File: config.mk
export PLATFORM = sky130hd
export DESIGN_NAME = pipelined_adder
export DESIGN_NICKNAME = d
export VERILOG_FILES = /design/src/rtl/pipelined_adder.sv
export SDC_FILE = /design/constraint.sdc
export NUM_CORES = 1
export LEC_CHECK = 0
export CAP_MARGIN = 10
export CORE_MARGIN = 8
export CORE_UTILIZATION = 60
export DETAILED_ROUTE_END_ITERATION = 6
export DONT_BUFFER_PORTS = 1
export PLACE_DENSITY = 0.76
export SYNTH_ARGS = -nofsm -noshare
export SYNTH_HDL_FRONTEND = slang
export SYNTH_SLANG_ARGS = --single-unit
File: constraint.sdc
create_clock -name clk -period 6.9 [get_ports clk]
set_input_delay 0.69 -clock clk [delete_from_list [all_inputs] [get_ports clk]]
set_output_delay 0.69 -clock clk [all_outputs]
set_load 0.01 [all_outputs]
File: src/rtl/pipelined_adder.sv
// rtl/pipelined_adder.sv - skewed-carry pipelined add/subtract unit with valid/ready handshake
module pipelined_adder #(
    parameter int WIDTH  = 16,
    parameter int STAGES = 2
) (
    input  logic             clk,
    input  logic             reset,
    input  logic             in_valid,
    output logic             in_ready,
    input  logic [WIDTH-1:0] input_a,
    input  logic [WIDTH-1:0] input_b,
    input  logic             carry_in,
    input  logic             sub_mode,
    output logic             out_valid,
    input  logic             out_ready,
    output logic [WIDTH-1:0] out_result,
    output logic             carry_out,
    output logic             zero_out,
    output logic             overflow_out
);
    localparam int CW   = WIDTH / STAGES;
    localparam int LAST = STAGES - 1;

    if (STAGES < 1 || (WIDTH % STAGES) != 0) begin : g_param_check
        $error("pipelined_adder: STAGES must be >= 1 and divide WIDTH evenly");
    end

    // The whole pipe moves as one; it only stalls when a finished result is not taken.
    logic adv;
    assign adv      = !out_valid || out_ready;
    assign in_ready = adv;

    // Stage k adds chunk k. Operand A travels full width and has its lower chunks
    // overwritten with sums as they complete; operand B only carries its still
    // unprocessed upper chunks, so it narrows by one chunk per stage.
    for (genvar k = 0; k < STAGES; k++) begin : g_stage
        localparam int RW = WIDTH - k * CW;

        logic             src_v;
        logic [WIDTH-1:0] src_a;
        logic [RW-1:0]    src_b;
        logic             src_c;
        logic [CW:0]      chunk;
        logic [WIDTH-1:0] merged;
        logic             v_q;
        logic [WIDTH-1:0] a_q;
        logic             c_q;

        if (k == 0) begin : g_src
            assign src_v = in_valid;
            assign src_a = input_a;
            assign src_b = input_b ^ {WIDTH{sub_mode}};
            assign src_c = carry_in;
        end else begin : g_src
            assign src_v = g_stage[k-1].v_q;
            assign src_a = g_stage[k-1].a_q;
            assign src_b = g_stage[k-1].g_bq.b_q;
            assign src_c = g_stage[k-1].c_q;
        end

        assign chunk = {1'b0, src_a[k*CW +: CW]} + {1'b0, src_b[CW-1:0]} + {{CW{1'b0}}, src_c};

        // Splice this stage's chunk sum into the travelling A word.
        always_comb begin
            merged              = src_a;
            merged[k*CW +: CW]  = chunk[CW-1:0];
        end

        // Stage valid bit, partial sum and inter-chunk carry.
        always_ff @(posedge clk or posedge reset) begin
            if (reset) begin
                v_q <= 1'b0;
                a_q <= '0;
                c_q <= 1'b0;
            end else if (adv) begin
                v_q <= src_v;
                if (src_v) begin
                    a_q <= merged;
                    c_q <= chunk[CW];
                end
            end
        end

        if (k < LAST) begin : g_bq
            logic [RW-CW-1:0] b_q;

            // Unprocessed upper chunks of B move forward with the transaction.
            always_ff @(posedge clk or posedge reset) begin
                if (reset) begin
                    b_q <= '0;
                end else if (adv && src_v) begin
                    b_q <= src_b[RW-1:CW];
                end
            end
        end
    end

    // Flags need the fully assembled result, so they are formed in the final stage.
    // Carry into the MSB is recovered from the MSB sum bit and its two operand bits.
    logic fin_zero;
    logic fin_ovf;
    logic zero_q;
    logic ovf_q;

    assign fin_zero = (g_stage[LAST].merged == '0);
    assign fin_ovf  = g_stage[LAST].src_a[WIDTH-1] ^ g_stage[LAST].src_b[CW-1]
                    ^ g_stage[LAST].merged[WIDTH-1] ^ g_stage[LAST].chunk[CW];

    // Registered zero/overflow flags, updated alongside the last stage.
    always_ff @(posedge clk or posedge reset) begin
        if (reset) begin
            zero_q <= 1'b0;
            ovf_q  <= 1'b0;
        end else if (adv && g_stage[LAST].src_v) begin
            zero_q <= fin_zero;
            ovf_q  <= fin_ovf;
        end
    end

    assign out_valid    = g_stage[LAST].v_q;
    assign out_result   = g_stage[LAST].a_q;
    assign carry_out    = g_stage[LAST].c_q;
    assign zero_out     = zero_q;
    assign overflow_out = ovf_q;

endmodule
Yosys cells after proc, flatten, opt, wreduce, memory -nomap -nowiden
Index checks and enable logic that the tools add are counted.
- reductions and logical operators: 7
- bitwise operators: 4
- add/sub/neg operators: 4
- operator list (cell ; count):
    adder 8 x 8 -> 9 bit ; 2
    adder 9 x 1 -> 9 bit ; 2
    logical NOT 16 bit ; 1
    XOR 16 bit ; 1
    AND reduction 2 bit ; 2
    XOR 1 bit ; 3
    logical AND 1 bit ; 2
    logical NOT 1 bit ; 1
    logical OR 1 bit ; 1
- output and inout port bits: 21
- word-level logic and storage cells: 24
- input port bits: 38
- register bits after elaboration: 46

Depth between registers and ports, before layout
- word-level depth: 4
- depth in mapped cells: 12
- mapped depth without buffers: 10

Worst setup path after synthesis
No wires, ideal clock.
- path type: input -> register
- start: input port sub_mode
- end: register g_stage[0].a_q[6]
- stages: 12
- data required time: 6.769 ns
- buffers on the path: 2
- path slack: 3.992 ns
- data arrival time: 2.777 ns
- setup time: 0.131 ns
- cells stage by stage: buf_2 -> buf_2 -> xnor2_1 -> fa_1 -> inv_1 -> fa_1 -> a21o_1 -> a21oi_1 -> o21ai_1 -> a21oi_1 -> xor2_1 -> o21ai_1
- cells in the longest elaborated chain, start to end: 3
- ends and longest elaborated chain (what ; RTL line ; source):
    start, declared ; 13 ; input logic sub_mode,
    XOR 16 bit ; 52 ; assign src_b = input_b ^ {WIDTH{sub_mode}};
    adder 8 x 8 -> 9 bit ; 61 ; assign chunk = {1'b0, src_a[k*CW +: CW]} + {1'b0, src_b[CW-1:0]} + {{CW{1'b0}}, src_c};
    adder 9 x 1 -> 9 bit ; 61 ;
    end signal, assigned ; 78 ; a_q <= merged;
    end, declared ; 46 ; logic [WIDTH-1:0] a_q;
Every way passes these cells.
A chain may end at the register's enable or synchronous reset.

Worst setup path after layout
- start: register g_stage[0].a_q[8]
- end: register zero_q (netlist: zero_out)
- cells in the longest elaborated chain, start to end: 3
- ends and longest elaborated chain (what ; RTL line ; source):
    adder 8 x 8 -> 9 bit ; 61 ;
    adder 9 x 1 -> 9 bit ; 61 ;
    logical NOT 16 bit ; 105 ; assign fin_zero = (g_stage[LAST].merged == '0);
    end signal, assigned ; 115 ; zero_q <= fin_zero;
    end, declared ; 102 ; logic zero_q;
Every way passes these cells.

==> reports/qor.csv <==
stage;metric;value;unit
run_status;status;finished, final reports clean;
logic_synthesis;syn_inst;229;
route;route.detailed.drc;0;
sta;hold_viol_final;0;
global_route;track_usage;15.0;%
sta;fin_setup_tns;0;ps
die;die_y;80.4;µm
worst_setup_path;cp-start-kind;flip-flop;
route;ant_nets;0;
logic_synthesis;synth_seq_area_share;46.2;%
global_route;grt_overflow_total;0;
worst_setup_path;arrival;2690;ps
die;core_area;4000;µm²
route;drt_pre_antenna_iters;4;
sta;relSlewSlack;62.7;%
worst_setup_path;end_kind;flip-flop;
place;dp_slack;4280;ps
pwr;ir_drop;0.000135;V
logic_synthesis;ys.flop_type;dfrtp_1;
run;maxCapViolCount;0;
logic_synthesis;ys_types;38;
worst_setup_path;reg2regPathDepth;8;
clock_tree;postCtsSetupBuffers;0;
sta;worst_pin_slew;560;ps
clock_tree;h-tree-depth;2;
final_layout;layout.nets;285;
pwr;powerDensity;330;nW/µm²
clock_tree;cts_sinks;46;
sta;fin_ws;4420;ps
clock_tree;cts.reportedPaths.clkPinSlew;90;ps
final_layout;drive_gt1_share;9.57;%
min_path;holdCritPathClass;in2async;
logic_synthesis;yosysTopAreaCellShare;46.2;%
final_layout;syn_to_final_growth;5.03;%
route;drt_wl_total;4580;µm
worst_setup_path;required;7110;ps
sta;finalCritPeriodShare;35.9;%
sta;max_freq;0.404;GHz
logic_synthesis;synth_enable_flop_cells;0;
logic_synthesis;yosys-top-cells-area;dfrtp_1, ha_1, mux2_1, xnor2_1, nand2_1;
logic_synthesis;ys_ff_latch;46;
sta;rsz0062_at_grt;no;
sta;final.min_clock_period;2480;ps
place;io_buffers;0;
sta;drv_slew;0;
sta;fin_worst_skew;9.05;ps
logic_synthesis;synthesis.area;2490;µm²
place;gp_congestion;0.803;
clock_tree;clock-root-buffer;clkbuf_8;
global_route;antenna_found_initial;1;
clock_tree;cts_buffers;5;
pwr;power_leakage;1.15;nW
place;place_hpwl;3660;µm
global_route;grt_pass1_vias;1593;
logic_synthesis;synth_area_leader_cell;dfrtp_1;
clock_tree;cts_resized;0;
route;drtIter0Drc;64;
route;wl_per_cell;16.3;µm
worst_setup_path;r2r_slack;4420;ps
logic_synthesis;synth.avg_cell_area;10.9;µm²
clock_tree;cts_tree;yes;
die;dieWidth;80.4;µm
clock_tree;postCtsHoldBufs;0;
worst_setup_path;crit_path_max_fanout;2;
die;rows;23;
logic_synthesis;yosysWarningCount;0;
route;via_count;1582;
worst_setup_path;r2r_start;g_stage[0].a_q[8]$_DFFE_PP0P_;
sta;timing.final.setup_violations;0;
clock_tree;cts_max_path_buffers;2;
route;via_per_inst;5.63;
die;io_pins;59;
die;start_util;62.2;%
global_route;grt_max_degree;47;
global_route;grt_pass1_wl;7580;µm
logic_synthesis;synth.most_common_cell;dfrtp_1;
clock_tree;clock_latency;300;ps
logic_synthesis;synthArstFlopShare;100;%
logic_synthesis;syn-num-nets;285;
die;dieArea;6470;µm²
worst_setup_path;crit_type;reg2reg;
worst_setup_path;rr_endpoint;zero_out$_DFFE_PP0P_;
logic_synthesis;synthTopCellsByCount;dfrtp_1, nand2_1, o21ai_0;
==> layout make-up <==
cell class	count	area (µm²)
sequential	46	1150
inverter	8	30.0
clock buffer	5	68.8
fill	329	1390
timing repair buffer	2	15.0
tap	50	62.6
clock inverter	3	21.3
antenna	1	2.50
multi-input combinational	166	1260
==> worst max-delay path, stage by stage, from the launching register on <==
cell and delay [ps]:
dfrtp_1 410, fa_1 480, fa_1 440, a21oi_2 130, nor2b_1 70, a311oi_2 330
xor2_1 220, nand4_1 130, o31ai_2 180
==> sequential cells by signal (all words and copies together) (netlist names) <==
signal / count
zero_out: 1
out_valid: 1
g_stage.a_q: 16
g_stage.g_bq.b_q: 8
g_stage.v_q: 1
overflow_out: 1
g_stage.c_q: 1
out_result: 16
carry_out: 1
==> layout by cell type (no fill, tap or decap), types with 3 or more instances in the layout <==
| master | instances |
|---|---|
| o21ai_1 | 10 |
| mux2_2 | 5 |
| inv_1 | 7 |
| mux2_1 | 14 |
| xnor2_1 | 14 |
| clkbuf_8 | 5 |
| fa_1 | 4 |
| o21a_1 | 4 |
| nor2_1 | 6 |
| dfrtp_1 | 46 |
| a21oi_1 | 7 |
| nand2_1 | 32 |
| nor2b_1 | 3 |
| nor4_1 | 3 |
| o21ai_0 | 15 |
| ha_1 | 14 |
| xor2_1 | 12 |
==> power by group <==
group | switching [W] | internal (W)
Combinational | 0.000134 | 0.000126
Clock | 0.0000904 | 0.0000712
Sequential | 0.0000879 | 0.000354
Total | 0.000312 | 0.000551
==> per-stage QoR <==
stage | util [%] | instance area (µm²) | cells | hold slack, ps | total power [W]
final | 65.4 | 2620 | 281 | 401 | 0.000863
after global routing | 65.4 | 2620 | 281 | 455 | 0.000929
after CTS | 65.3 | 2610 | 280 | 423 | 0.000874
after detailed placement | 63.1 | 2520 | 272 | 478 | 0.000713
after global placement | 63.1 | 2520 | 272 | 466 | 0.000700
after floorplan | - | 2490 | 229 | 451 | 0.000648
==> kinds of logic (layout without fill, tap and decap cells) <==
kind of cell	Yosys count	in the layout	synth area share, %
compound gates	49	49	12.6
xor+xnor	26	26	9.15
fa+ha+maj	18	18	10.3
buf+inv	17	18	3.01
flops	46	46	46.2
mux	20	20	9.20
other cells	0	1	0
simple gates	53	53	9.60
==> metal layers <==
layer,global-route usage [%],routed length (µm),up-vias
met3,7.25,489,5
met5,0,0,-
met4,5.45,49,0
met1,18.8,2100,732
met2,21.8,1940,48
li1,-,-,797
==> how the worst max path moves through the flow <==
stage	startpoint	to	slack [ps]	cells past startpoint
2_1_floorplan	sub_mode	g_stage[0].a_q[6]$_DFFE_PP0P_	3990	12
3_3_place_gp	sub_mode	g_stage[0].a_q[6]$_DFFE_PP0P_	4370	10
3_5_place_dp	sub_mode	g_stage[0].a_q[6]$_DFFE_PP0P_	4280	10
4_1_cts	g_stage[0].a_q[8]$_DFFE_PP0P_	zero_out$_DFFE_PP0P_	4410	8
5_1_grt	g_stage[0].a_q[8]$_DFFE_PP0P_	zero_out$_DFFE_PP0P_	4240	8
6_report	g_stage[0].a_q[8]$_DFFE_PP0P_	zero_out$_DFFE_PP0P_	4420	8
(Power assumes the default switching activity.)
